--- src/rtl/stack_pkg.sv ---
// Shared constants and operation decode for the stack_lifo operand/return store.
// Optional feature macro used by stack_lifo: STACK_ERR_EN (sticky overflow/underflow flags).
package stack_pkg;

    localparam int STACK_WIDTH = 8;
    localparam int STACK_DEPTH = 3;

    typedef enum logic [1:0] {
        OP_NONE    = 2'd0,
        OP_PUSH    = 2'd1,
        OP_POP     = 2'd2,
        OP_REPLACE = 2'd3
    } op_e;

    // Push+pop on an empty stack has nothing to replace, so it degrades to a plain push.
    function automatic op_e decode_op(
        input logic i_push,
        input logic i_pop,
        input logic i_full,
        input logic i_empty
    );
        op_e op;
        op = OP_NONE;
        if (i_push && i_pop && !i_empty) begin
            op = OP_REPLACE;
        end else if (i_push && !i_full) begin
            op = OP_PUSH;
        end else if (i_pop && !i_push && !i_empty) begin
            op = OP_POP;
        end
        return op;
    endfunction

endpackage

--- src/rtl/stack_pointer.sv ---
// Up/down occupancy counter for stack_lifo; load port kept for reuse, tied off by the stack.
module stack_pointer #(
    parameter int PTR_W = 2
) (
    input  logic             i_clk,
    input  logic             i_rst_n,
    input  logic             i_inc,
    input  logic             i_dec,
    input  logic             i_load,
    input  logic [PTR_W-1:0] i_load_value,
    output logic [PTR_W-1:0] o_count
);

    logic [PTR_W-1:0] r_count;

    // Caller guarantees inc and dec are mutually exclusive and bounded.
    always_ff @(posedge i_clk or negedge i_rst_n) begin
        if (!i_rst_n) begin
            r_count <= '0;
        end else if (i_load) begin
            r_count <= i_load_value;
        end else if (i_inc) begin
            r_count <= r_count + PTR_W'(1);
        end else if (i_dec) begin
            r_count <= r_count - PTR_W'(1);
        end
    end

    assign o_count = r_count;

endmodule

--- src/rtl/stack_lifo.sv ---
// LIFO stack with registered pop data and combinational full/empty decode of the pointer.
// Optional macro STACK_ERR_EN adds sticky overflow/underflow outputs.
module stack_lifo
    import stack_pkg::*;
#(
    parameter int WIDTH = STACK_WIDTH,
    parameter int DEPTH = STACK_DEPTH,
    parameter int PTR_W = $clog2(DEPTH + 1)
) (
    input  logic             clk,
    input  logic             rst,
    // push/pop are plain per-cycle strobes with no valid/ready handshake:
    // every cycle they are high performs one operation, bounded by full/empty.
    input  logic             push,
    input  logic             pop,
    input  logic [WIDTH-1:0] data_in,
    output logic [WIDTH-1:0] data_out,
    output logic             empty,
    output logic             full,
    output logic [PTR_W-1:0] pointer
`ifdef STACK_ERR_EN
    ,
    output logic             overflow,
    output logic             underflow
`endif
);

    op_e              w_op;
    logic [PTR_W-1:0] w_ptr;
    logic [PTR_W-1:0] w_top_idx;
    logic [PTR_W-1:0] w_wr_idx;
    logic             w_full;
    logic             w_empty;
    logic             w_inc;
    logic             w_dec;
    logic             w_wr_en;
    logic             w_rd_en;
    logic [WIDTH-1:0] w_top_data;

    logic [WIDTH-1:0] r_mem [DEPTH];
    logic [WIDTH-1:0] r_data_out;

    assign w_full    = (w_ptr == PTR_W'(DEPTH));
    assign w_empty   = (w_ptr == '0);
    assign w_op      = decode_op(push, pop, w_full, w_empty);
    assign w_inc     = (w_op == OP_PUSH);
    assign w_dec     = (w_op == OP_POP);
    assign w_top_idx = w_ptr - PTR_W'(1);
    assign w_wr_en   = (w_op == OP_PUSH) || (w_op == OP_REPLACE);
    assign w_rd_en   = (w_op == OP_POP) || (w_op == OP_REPLACE);
    // A replace overwrites the current top; a push fills the next free slot.
    assign w_wr_idx  = (w_op == OP_REPLACE) ? w_top_idx : w_ptr;

    stack_pointer #(
        .PTR_W(PTR_W)
    ) u_ptr (
        .i_clk       (clk),
        .i_rst_n     (rst),
        .i_inc       (w_inc),
        .i_dec       (w_dec),
        .i_load      (1'b0),
        .i_load_value('0),
        .o_count     (w_ptr)
    );

    always_comb begin
        w_top_data = '0;
        for (int i = 0; i < DEPTH; i++) begin
            if (w_top_idx == PTR_W'(i)) begin
                w_top_data = r_mem[i];
            end
        end
    end

    always_ff @(posedge clk or negedge rst) begin
        if (!rst) begin
            for (int i = 0; i < DEPTH; i++) begin
                r_mem[i] <= '0;
            end
        end else begin
            for (int i = 0; i < DEPTH; i++) begin
                if (w_wr_en && (w_wr_idx == PTR_W'(i))) begin
                    r_mem[i] <= data_in;
                end
            end
        end
    end

    always_ff @(posedge clk or negedge rst) begin
        if (!rst) begin
            r_data_out <= '0;
        end else if (w_rd_en) begin
            r_data_out <= w_top_data;
        end
    end

    assign data_out = r_data_out;
    assign empty    = w_empty;
    assign full     = w_full;
    assign pointer  = w_ptr;

`ifdef STACK_ERR_EN
    logic r_overflow;
    logic r_underflow;

    // Sticky until reset; a push+pop while full is a legal replace, not an overflow.
    always_ff @(posedge clk or negedge rst) begin
        if (!rst) begin
            r_overflow  <= 1'b0;
            r_underflow <= 1'b0;
        end else begin
            if (push && !pop && w_full) begin
                r_overflow <= 1'b1;
            end
            if (pop && w_empty) begin
                r_underflow <= 1'b1;
            end
        end
    end

    assign overflow  = r_overflow;
    assign underflow = r_underflow;
`endif

endmodule

--- config.mk ---
export PLATFORM = sky130hd
export DESIGN_NAME = stack_lifo
export DESIGN_NICKNAME = d
export VERILOG_FILES = /design/src/rtl/stack_pkg.sv /design/src/rtl/stack_pointer.sv /design/src/rtl/stack_lifo.sv
export SDC_FILE = /design/constraint.sdc
export NUM_CORES = 1
export LEC_CHECK = 0
export BUFFER_PORTS_ARGS = -buffer_cell sky130_fd_sc_hd__buf_2
export CORE_ASPECT_RATIO = 1.75
export CORE_MARGIN = 5
export CORE_UTILIZATION = 59
export DETAILED_ROUTE_END_ITERATION = 16
export PLACE_DENSITY = 0.89
export SYNTH_ARGS = -nofsm -noshare
export SYNTH_HDL_FRONTEND = slang
export SYNTH_SLANG_ARGS = --single-unit
--- constraint.sdc ---
create_clock -name clk -period 6.7 [get_ports clk]
set_clock_uncertainty 0.2 [all_clocks]
set_input_delay 2.01 -clock clk [delete_from_list [all_inputs] [get_ports clk]]
set_output_delay 2.01 -clock clk [all_outputs]
set_load 0.03 [all_outputs]
==> run summary <==
Status: finished clean
Routed len/inst: 16.2 um
Critical Path End: full
Vias/cell: 5.85
Initial core utilization: 60.1%
Post-Layout Cell Count: 184
Overall Power: 973 uW
Reg2reg path depth: 6
Placed cells: 176
Crit path max-delay cell type: dfrtp_1
Crit path time final: 3890 ps
Met1 Track Usage GR: 21.1%
Hold slack final: 276 ps
Arr. time, crit path: 1680 ps
Max-slew headroom: 50.5%
Hold WC Path Type: flop to flop
Clock transition at path regs: 70 ps
Critical path class: flop to output port
Worst path cell trace: ha_1, buf_2
GR peak layer: met2
Worst slack, placed: 2640 ps
Delay-heaviest family, CP: flip-flops
FF-to-FF End: r_mem[5]
Post-route ant nets: 0
Die area: 3890 um2
DR DRC count: 0
WP data required: 4490 ps
Final RePlAce weighted congestion: 0.836
Post-synthesis area per instance: 12.1 um2
Final period utilization: 58.0%
Setup Buffers After CTS: 0
Buf/Inv on CP: 1
Gr usage total: 18.2%
Global Route met3 Usage: 5.63%
Final Max Slew Viols: 0
Synth Warn #: 0
Hold path start: data_out[0]
Initial antenna violation count: 0
Critical Path Sink Type: output port
CTS hold repair buffers: 0
First-pass GRT wire length: 5400 um
Crit path launch: u_ptr.o_count[0]
Nets: 172
Antenna diode count: 0
CTS tree: yes
Fill cells: 211
Core area: 2660 um2
Global route overflow: 0
FP Rows: 25
Fmax: 257 MHz
Layout cell share with drive strength beyond 1: 36.3%
Width of the die: 49.3 um
DR iter-0 viols: 14
Syn Inst Count: 132
Leak: 0.814 nW
Number of global-route vias before repair: 1152
Final Hold Fails: 0
Area growth from synthesis to layout: 13.1%
Power density over the cells: 539 nW/um2
RSZ-0062 raised after global routing: no
R2R Setup Slk: 3600 ps
Setup TNS: 0 ps
Delay of the slowest critical-path stage: 590 ps
I/O Buffers: 23
Buffer levels on the longest clock path: 2
Final setup violation count: 0
Largest net degree at the start of global routing: 35
Met2 Use GR: 29.5%
Final Util: 68.0%
Startpoint types: flop
Synth unique cells: 22
CTS buffer count: 5
CTS root buf: clkbuf_8
Share of the yosys chip area belonging to registers: 53.2%
Final wirelength: 2970 um
Max-Cap Viols: 0
CTS Sinks: 34
Multi-input gate area: 698 um2
HPWL after DPL: 2160 um
Syn Nets: 148
Vias: 1076
Worst setup margin: 2810 ps
H-tree Lvls: 2
Cell depth of the worst setup path: 2
Max VDD drop: 256 uV
IO Pins: 24
Synth Register Bits: 34
Slew at the pin closest to its max-slew limit: 743 ps
Reg area: 851 um2
# resized after CTS: 0
Detailed Routing Iterations Pass 1: 4
Die Y-Extent: 78.8 um
Worst-Skew Late Latency: 290 ps
CP Max Fanout: 10
Placed inst area: 1710 um2
Cell area after synthesis: 1600 um2
Reg2reg start: u_ptr.o_count[0]
Design Area, Final: 1810 um2
-- cell usage after synthesis, drive strengths merged --
cell    number  area, um2
a221o        3       30.0
a211oi       1       7.51
inv          3       13.8
nand2       15       56.3
dfrtp       34        851
nor2         6       22.5
a21oi        6       30.0
ha           4       50.1
nor2b        2       12.5
o21ai       21        105
mux2i        1       10.0
mux2        24        270
clkbuf       3       11.3
a32oi        3       82.6
and3         1       6.26
nand2b       1       6.26
xnor2        1       8.76
buf          3       23.8
-- placed cells by master (no fill, tap or decap) --
| cell type | instances |
|---|---|
| dfrtp_1 | 34 |
| buf_2 | 23 |
| mux2_2 | 22 |
| o21ai_0 | 21 |
| nand2_1 | 15 |
| nor2_1 | 6 |
| a21oi_1 | 6 |
| clkbuf_8 | 6 |
| ha_1 | 4 |
| a32oi_4 | 3 |
| a221o_1 | 3 |
| inv_1 | 2 |
| nor2b_1 | 2 |
| mux2_1 | 2 |
| inv_4 | 1 |
| nand2b_1 | 1 |
| and3_1 | 1 |
| xnor2_1 | 1 |
| mux2i_1 | 1 |
| a211oi_1 | 1 |
| clkinvlp_4 | 1 |
| clkinv_2 | 1 |
-- how the worst min path moves through the flow --
stage	depth (start not counted)	endpoint	slack (ps)
global placement	2	data_out[0]	260
floorplan	1	r_mem[7]	260
CTS	2	data_out[7]	280
global route	1	r_mem[0]	320
finish	2	data_out[0]	280
detailed placement	2	data_out[7]	270
-- area by class of cell --
class                           instances  area share [%]
Sequential cell                        34            47.1
Multi-Input combinational cell         89            38.6
Timing Repair Buffer                   23            6.37
Clock buffer                            6            4.57
Tap cell                               27            1.87
Inverter                                3           0.762
Clock inverter                          2           0.693
-- worst register-to-register path, cell delays in order (launching register included) --
cell      delay [ps]
dfrtp_1          590
inv_1            200
ha_1             280
nand2b_1         430
and3_1           440
a32oi_4          460
mux2_2           400
-- layer usage --
metal	vias to the layer above	share of wire, %
met1	520	40
met3	8	5.8
met2	35	52
met5	-	0
li1	513	-
met4	0	2.9
-- cells by family (layout without fill, tap and decap cells) --
kind of cell,count (synthesis),in the layout,share of synthesized area [%]
AO/OA/AOI/OAI,34,34,16.0
XOR/XNOR,1,1,0.548
adder cells (fa/ha/maj),4,4,3.13
buffers and inverters,9,34,3.05
flip-flops,34,34,53.3
multiplexers,25,25,17.5
AND/OR/NAND/NOR,25,25,6.50
-- where the power goes --
group | switching (mW) | internal, mW
logic | 0.254 | 0.189
clock network | 0.0734 | 0.0824
registers | 0.0665 | 0.308
total | 0.394 | 0.579
-- sequential cells by signal, indices dropped and copies added (netlist names) --
name,cells
data_out,8
u_ptr.o_count,2
r_mem,24
Note: power is estimated with default switching activity, not from simulation.
